File: src/rtl/fetch_unit_if.sv
// Instruction-memory request/response bus between the fetch unit (master) and memory (slave).
interface fetch_unit_if;
  logic        imem_req;
  logic [31:0] imem_addr;
  logic        imem_ack;
  logic [31:0] imem_rdata;

  modport master (output imem_req, output imem_addr, input imem_ack, input imem_rdata);
  modport slave  (input imem_req, input imem_addr, output imem_ack, output imem_rdata);
endinterface

File: src/rtl/fetch_unit.sv
// Instruction fetch unit: fetch PC, request FSM (IDLE/WAIT/DROP) and a two-entry
// instruction FIFO feeding the controller, with branch redirect and flush.
module fetch_unit #(
  parameter logic [31:0] RESET_PC = 32'h0000_0000
) (
  input  logic         clk,
  input  logic         reset,
  fetch_unit_if.master imem,
  output logic [31:0]  Instr,
  output logic         InstrValid,
  input  logic         InstrReady,
  output logic [31:0]  PCPlus8,
  input  logic         PCSrc,
  input  logic [31:0]  BranchTarget
);

  typedef enum logic [1:0] {IDLE, WAIT, DROP} state_t;

  state_t      state;
  logic [31:0] fpc;
  logic [1:0]  count;
  logic [31:0] instr0, instr1;
  // Entries keep address+8 so the head drives PCPlus8 directly and reads 0 in reset.
  logic [31:0] pc8_0, pc8_1;

  logic        ack;
  logic        pop;
  logic        redirect;
  logic        push;
  logic [31:0] new_pc8;

  assign imem.imem_addr = fpc;
  // Gated by reset so no request is presented until reset is released.
  assign imem.imem_req  = reset & ((state != IDLE) | (count != 2'd2));

  assign ack        = imem.imem_req & imem.imem_ack;
  assign InstrValid = (count != 2'd0);
  assign Instr      = instr0;
  assign PCPlus8    = pc8_0;
  assign pop        = InstrValid & InstrReady;
  assign redirect   = pop & PCSrc;
  assign new_pc8    = fpc + 32'd8;

  always_comb begin
    push = 1'b0;
    if (ack && !redirect && (state == IDLE || state == WAIT))
      push = 1'b1;
  end

  always_ff @(posedge clk or negedge reset) begin
    if (!reset) begin
      state  <= IDLE;
      fpc    <= RESET_PC;
      count  <= '0;
      instr0 <= '0;
      instr1 <= '0;
      pc8_0  <= '0;
      pc8_1  <= '0;
    end else if (redirect) begin
      // Flush wins over any push; an unanswered request must have its data dropped.
      fpc   <= BranchTarget & ~32'h3;
      count <= '0;
      state <= (imem.imem_req && !imem.imem_ack) ? DROP : IDLE;
    end else begin
      unique case (state)
        IDLE:    if (imem.imem_req && !imem.imem_ack) state <= WAIT;
        WAIT:    if (imem.imem_ack) state <= IDLE;
        DROP:    if (imem.imem_ack) state <= IDLE;
        default: state <= IDLE;
      endcase

      if (push)
        fpc <= fpc + 32'd4;

      if (push && pop) begin
        if (count == 2'd1) begin
          instr0 <= imem.imem_rdata;
          pc8_0  <= new_pc8;
        end else begin
          instr0 <= instr1;
          pc8_0  <= pc8_1;
          instr1 <= imem.imem_rdata;
          pc8_1  <= new_pc8;
        end
      end else if (push) begin
        if (count == 2'd0) begin
          instr0 <= imem.imem_rdata;
          pc8_0  <= new_pc8;
        end else begin
          instr1 <= imem.imem_rdata;
          pc8_1  <= new_pc8;
        end
        count <= count + 2'd1;
      end else if (pop) begin
        instr0 <= instr1;
        pc8_0  <= pc8_1;
        count  <= count - 2'd1;
      end
    end
  end

  a_no_push_when_full: assert property (@(posedge clk) disable iff (!reset)
    push |-> (count != 2'd2));

endmodule

File: src/flat_wrapper.sv
// flat-port wrapper written by rule: the top's interface ports become plain ports
module fetch_unit_flat 
#(
  parameter logic [31:0] RESET_PC = 32'h0000_0000
)
  (clk, reset, Instr, InstrValid, InstrReady, PCPlus8, PCSrc, BranchTarget, imem_imem_req, imem_imem_addr, imem_imem_ack, imem_imem_rdata);
  fetch_unit_if imem_i ();
  input  logic clk;
  input  logic reset;
  output logic [31:0] Instr;
  output logic InstrValid;
  input  logic InstrReady;
  output logic [31:0] PCPlus8;
  input  logic PCSrc;
  input  logic [31:0] BranchTarget;
  output wire logic [$bits(imem_i.imem_req)-1:0] imem_imem_req;
  output wire logic [$bits(imem_i.imem_addr)-1:0] imem_imem_addr;
  input wire logic [$bits(imem_i.imem_ack)-1:0] imem_imem_ack;
  input wire logic [$bits(imem_i.imem_rdata)-1:0] imem_imem_rdata;
  assign imem_imem_req = imem_i.imem_req;
  assign imem_imem_addr = imem_i.imem_addr;
  assign imem_i.imem_ack = imem_imem_ack;
  assign imem_i.imem_rdata = imem_imem_rdata;
  fetch_unit #(.RESET_PC(RESET_PC)) u_core (.clk(clk), .reset(reset), .imem(imem_i), .Instr(Instr), .InstrValid(InstrValid), .InstrReady(InstrReady), .PCPlus8(PCPlus8), .PCSrc(PCSrc), .BranchTarget(BranchTarget));
endmodule
File: config.mk
export PLATFORM = sky130hd
export DESIGN_NAME = fetch_unit_flat
export DESIGN_NICKNAME = d
export VERILOG_FILES = /design/src/rtl/fetch_unit_if.sv /design/src/rtl/fetch_unit.sv /design/src/flat_wrapper.sv
export SDC_FILE = /design/constraint.sdc
export NUM_CORES = 1
export LEC_CHECK = 0
export ABC_AREA = 0
export BUFFER_PORTS_ARGS = -buffer_cell sky130_fd_sc_hd__buf_4
export CELL_PAD_IN_SITES_DETAIL_PLACEMENT = 1
export CELL_PAD_IN_SITES_GLOBAL_PLACEMENT = 2
export CORE_ASPECT_RATIO = 0.6
export CORE_MARGIN = 3
export CORE_UTILIZATION = 36
export DETAILED_ROUTE_END_ITERATION = 7
export PLACE_DENSITY_LB_ADDON = 0.3
export SLEW_MARGIN = 10
export SYNTH_ARGS = -nofsm -noshare
export SYNTH_HDL_FRONTEND = slang
export SYNTH_SLANG_ARGS = --single-unit
File: constraint.sdc
create_clock -name clk -period 4.15 [get_ports clk]
set_input_delay 0 -clock clk [delete_from_list [all_inputs] [get_ports clk]]
set_output_delay 0 -clock clk [all_outputs]
set_load 0.05 [all_outputs]
==> impl_metrics.toml <==
[outcome]
status = "complete, no violations"

[yosys]
synth_ff_type = "dfrtp_1"
synth_seq_cells = 158
synthArstFlopShare_pct = 100
synth_area_leaders = "dfrtp_1, nand2_1, mux2_2"
synth_area_leader_cell = "dfrtp_1"
syn-mean-instance-area_um2 = 9.39
synth.cell_area_um2 = 8040
syn_inst = 856
synth_edf_count = 0
yosys.area.top_type_share_pct = 49.2
yosysSeqAreaShare_pct = 49.2
ys_warn_count = 0
synth_cell_type_count = 59

[die]
dieArea_um2 = 24200
dieHeight_um = 122
core_area_um2 = 21400
die_w_um = 199
start_util_pct = 37.5
rows = 41
io_pins = 167

[sta]
slew_viol_final = 0
post-route-min-period_ps = 3120
finalHoldViolCount = 0
tightest_slew_ps = 1140
fmax_mhz = 321
fin_setup_tns_ps = 0
skew_ps = 8.58
setup_viol = 0
setup_slack_ps = 1030
rsz0062_at_grt = "no"
relSlewSlack_pct = 23.9
min_period_over_period_pct = 75.1

[detailed_routing]
drcViolationCount = 0
wl_per_cell_um = 19.3
viasPerCell = 5.26
antenna_left = 0
dr.pass1.iters = 5
drt_iter0_drc = 380
drt_wl_total_mm = 25.9
vias = 7050

[critical_path]
required_ps = 4480
worst_path_max_delay_cell = "a21oi_2"
path_cells = "inv_1 > ha_1 > nor2_1 > a21oi_2 > buf_4 > a211oi_1 > a21o_1"
crit_buf_inv = 2
path_max_fanout = 21
path_class = "reg -> reg"
startpoint_type = "flip-flop"
cp-end-kind = "flip-flop"
max_stage_delay_ps = 900
cp.arrival_ps = 3440
path_delay_family = "compound AO/OA/AOI/OAI gates"

[place]
post-dp-hpwl_mm = 18.1
io_buffers = 160
dp_slack_ps = 1110
gp_congestion = 0.824

[clock_network]
clk_latency_ps = 430
clk_path_buf_depth = 2
htreeDepth = 4
path_clk_slew_ps = 60
clkSinkCount = 158
clock-root-buffer = "clkbuf_16"
cts_tree = "done"
numCtsBuffers = 17
ctsResizeCount = 0

[layout]
layout_commonest_cell = "buf_4"
antenna_cells = 0
fin_nets = 1125
regArea_um2 = 3950
multi_input_area_um2 = 3760
nFillCells = 2443
drive_above_1_share_pct = 24.5
most-common-layout-cells = "buf_4, nand2_1, dfrtp_1"
area_delta_synth_final_pct = 32.7

[global_route]
grt_max_degree = 63
grt_pass1_wl_mm = 41.3
antenna_found_initial = 0
grt_pass1_vias = 7064
grtUsageTotal_pct = 22.0
gr-total-overflow = 0

[flow_run]
cap_violations = 0

[hold_path]
hold_class = "in -> async"

[power_and_ir_drop]
p_per_area_nw_per_um2 = 864
peakVddDrop_v = 0.000418
leakage_nw = 4.60
[cells in the mapped netlist, types with 3 or more instances]
| master | instances |
|---|---|
| nand2_1 | 163 |
| dfrtp_1 | 158 |
| nor2_1 | 68 |
| o21ai_0 | 63 |
| a31oi_1 | 38 |
| mux2_2 | 38 |
| buf_2 | 29 |
| nand3_1 | 29 |
| xor2_1 | 29 |
| clkbuf_1 | 28 |
| xnor2_1 | 26 |
| nand4_1 | 20 |
| a21oi_1 | 16 |
| nor3_1 | 14 |
| inv_1 | 12 |
| a211oi_1 | 10 |
| a21o_1 | 10 |
| buf_4 | 8 |
| ha_1 | 7 |
| nor2b_1 | 7 |
| o211ai_1 | 7 |
| nand2b_1 | 6 |
| o221ai_1 | 6 |
| and4_1 | 5 |
| and2_1 | 4 |
| nor4_1 | 4 |
| o21ai_1 | 4 |
| a221oi_1 | 3 |
| a22oi_1 | 3 |
| and3_1 | 3 |
| o22ai_1 | 3 |
[worst reg2reg max path: cells and delay by family, from the launching register on]
kind | cells | cell delay, ps
buf+inv | 2 | 470
simple gates | 1 | 330
fa+ha+maj | 1 | 670
flops | 1 | 410
compound gates | 3 | 1140
[power by group]
group / internal (mW) / leakage (nW) / switching [mW]
Combinational: 1.51 / 2.38 / 3.04
Sequential: 2.29 / 1.92 / 0.764
Clock: 0.976 / 0.299 / 0.637
Total: 4.77 / 4.60 / 4.44
[sequential cells by signal (all words and copies together), names as in the netlist]
register / cells
u_core.Instr: 32
u_core.PCPlus8: 30
u_core.imem.imem_addr: 30
u_core.instr1: 32
u_core.pc8_1: 30
u_core.state: 2
u_core.count: 2
[metrics by stage]
step / hold WS (ps) / util (%) / total power, mW / cell area, µm² / instances
2_1_floorplan: -296 / - / 6.08 / 8050 / 859
3_3_place_gp: -22.5 / 43.9 / 7.49 / 9420 / 1244
3_5_place_dp: -23.7 / 43.9 / 7.59 / 9420 / 1244
4_1_cts: 80.2 / 49.7 / 9.28 / 10700 / 1340
5_1_grt: 114 / 49.7 / 9.80 / 10700 / 1340
6_report: 80.6 / 49.7 / 9.21 / 10700 / 1340
[path summary, 6_finish.rpt]
check | from | end | slack, ps | cells after the start
setup / recovery | u_core.count[0] | u_core.PCPlus8[12] | 1030 | 7
max in group asynchronous | reset | u_core.PCPlus8[2] | 2900 | 3
hold reg to reg | u_core.PCPlus8[12] | u_core.PCPlus8[12] | 480 | 1
setup reg to reg | u_core.count[0] | u_core.PCPlus8[12] | 1030 | 7
hold / removal | reset | u_core.PCPlus8[15] | 80 | 2
min in group clk | PCSrc | u_core.count[1] | 170 | 3
[logic make-up after synthesis]
| group | synth area share (%) |
|---|---|
| AND/OR/NAND/NOR | 19.6 |
| flip-flops | 49.2 |
| AO/OA/AOI/OAI | 14.2 |
| buffers and inverters | 4.55 |
| adder cells (fa/ha/maj) | 1.09 |
| multiplexers | 5.32 |
| XOR/XNOR | 5.99 |
| other | 0.0467 |
[timing repair]
item	in CTS	in global routing
hold buffers	65	0
endpoints found under the hold margin	139	0
buffers inserted	0	0
[cell type report]
cell class | count | area share (%)
clock buffers | 25 | 4.83
clock inverters | 6 | 0.751
multi-input cells | 622 | 35.2
well taps | 279 | 3.27
repair buffers | 238 | 18.4
inverters | 12 | 0.422
flip-flops and latches | 158 | 37.1
[per-layer routing]
metal,routed length (µm),global-route usage [%],up-vias,share of wire (%)
met2,10900,31.0,182,42
met5,0,0,-,0
li1,-,-,3372,-
met3,1330,4.53,20,5.1
met4,235,4.43,0,0.91
met1,13500,34.7,3476,52
Power figures use the tool's default switching activity.
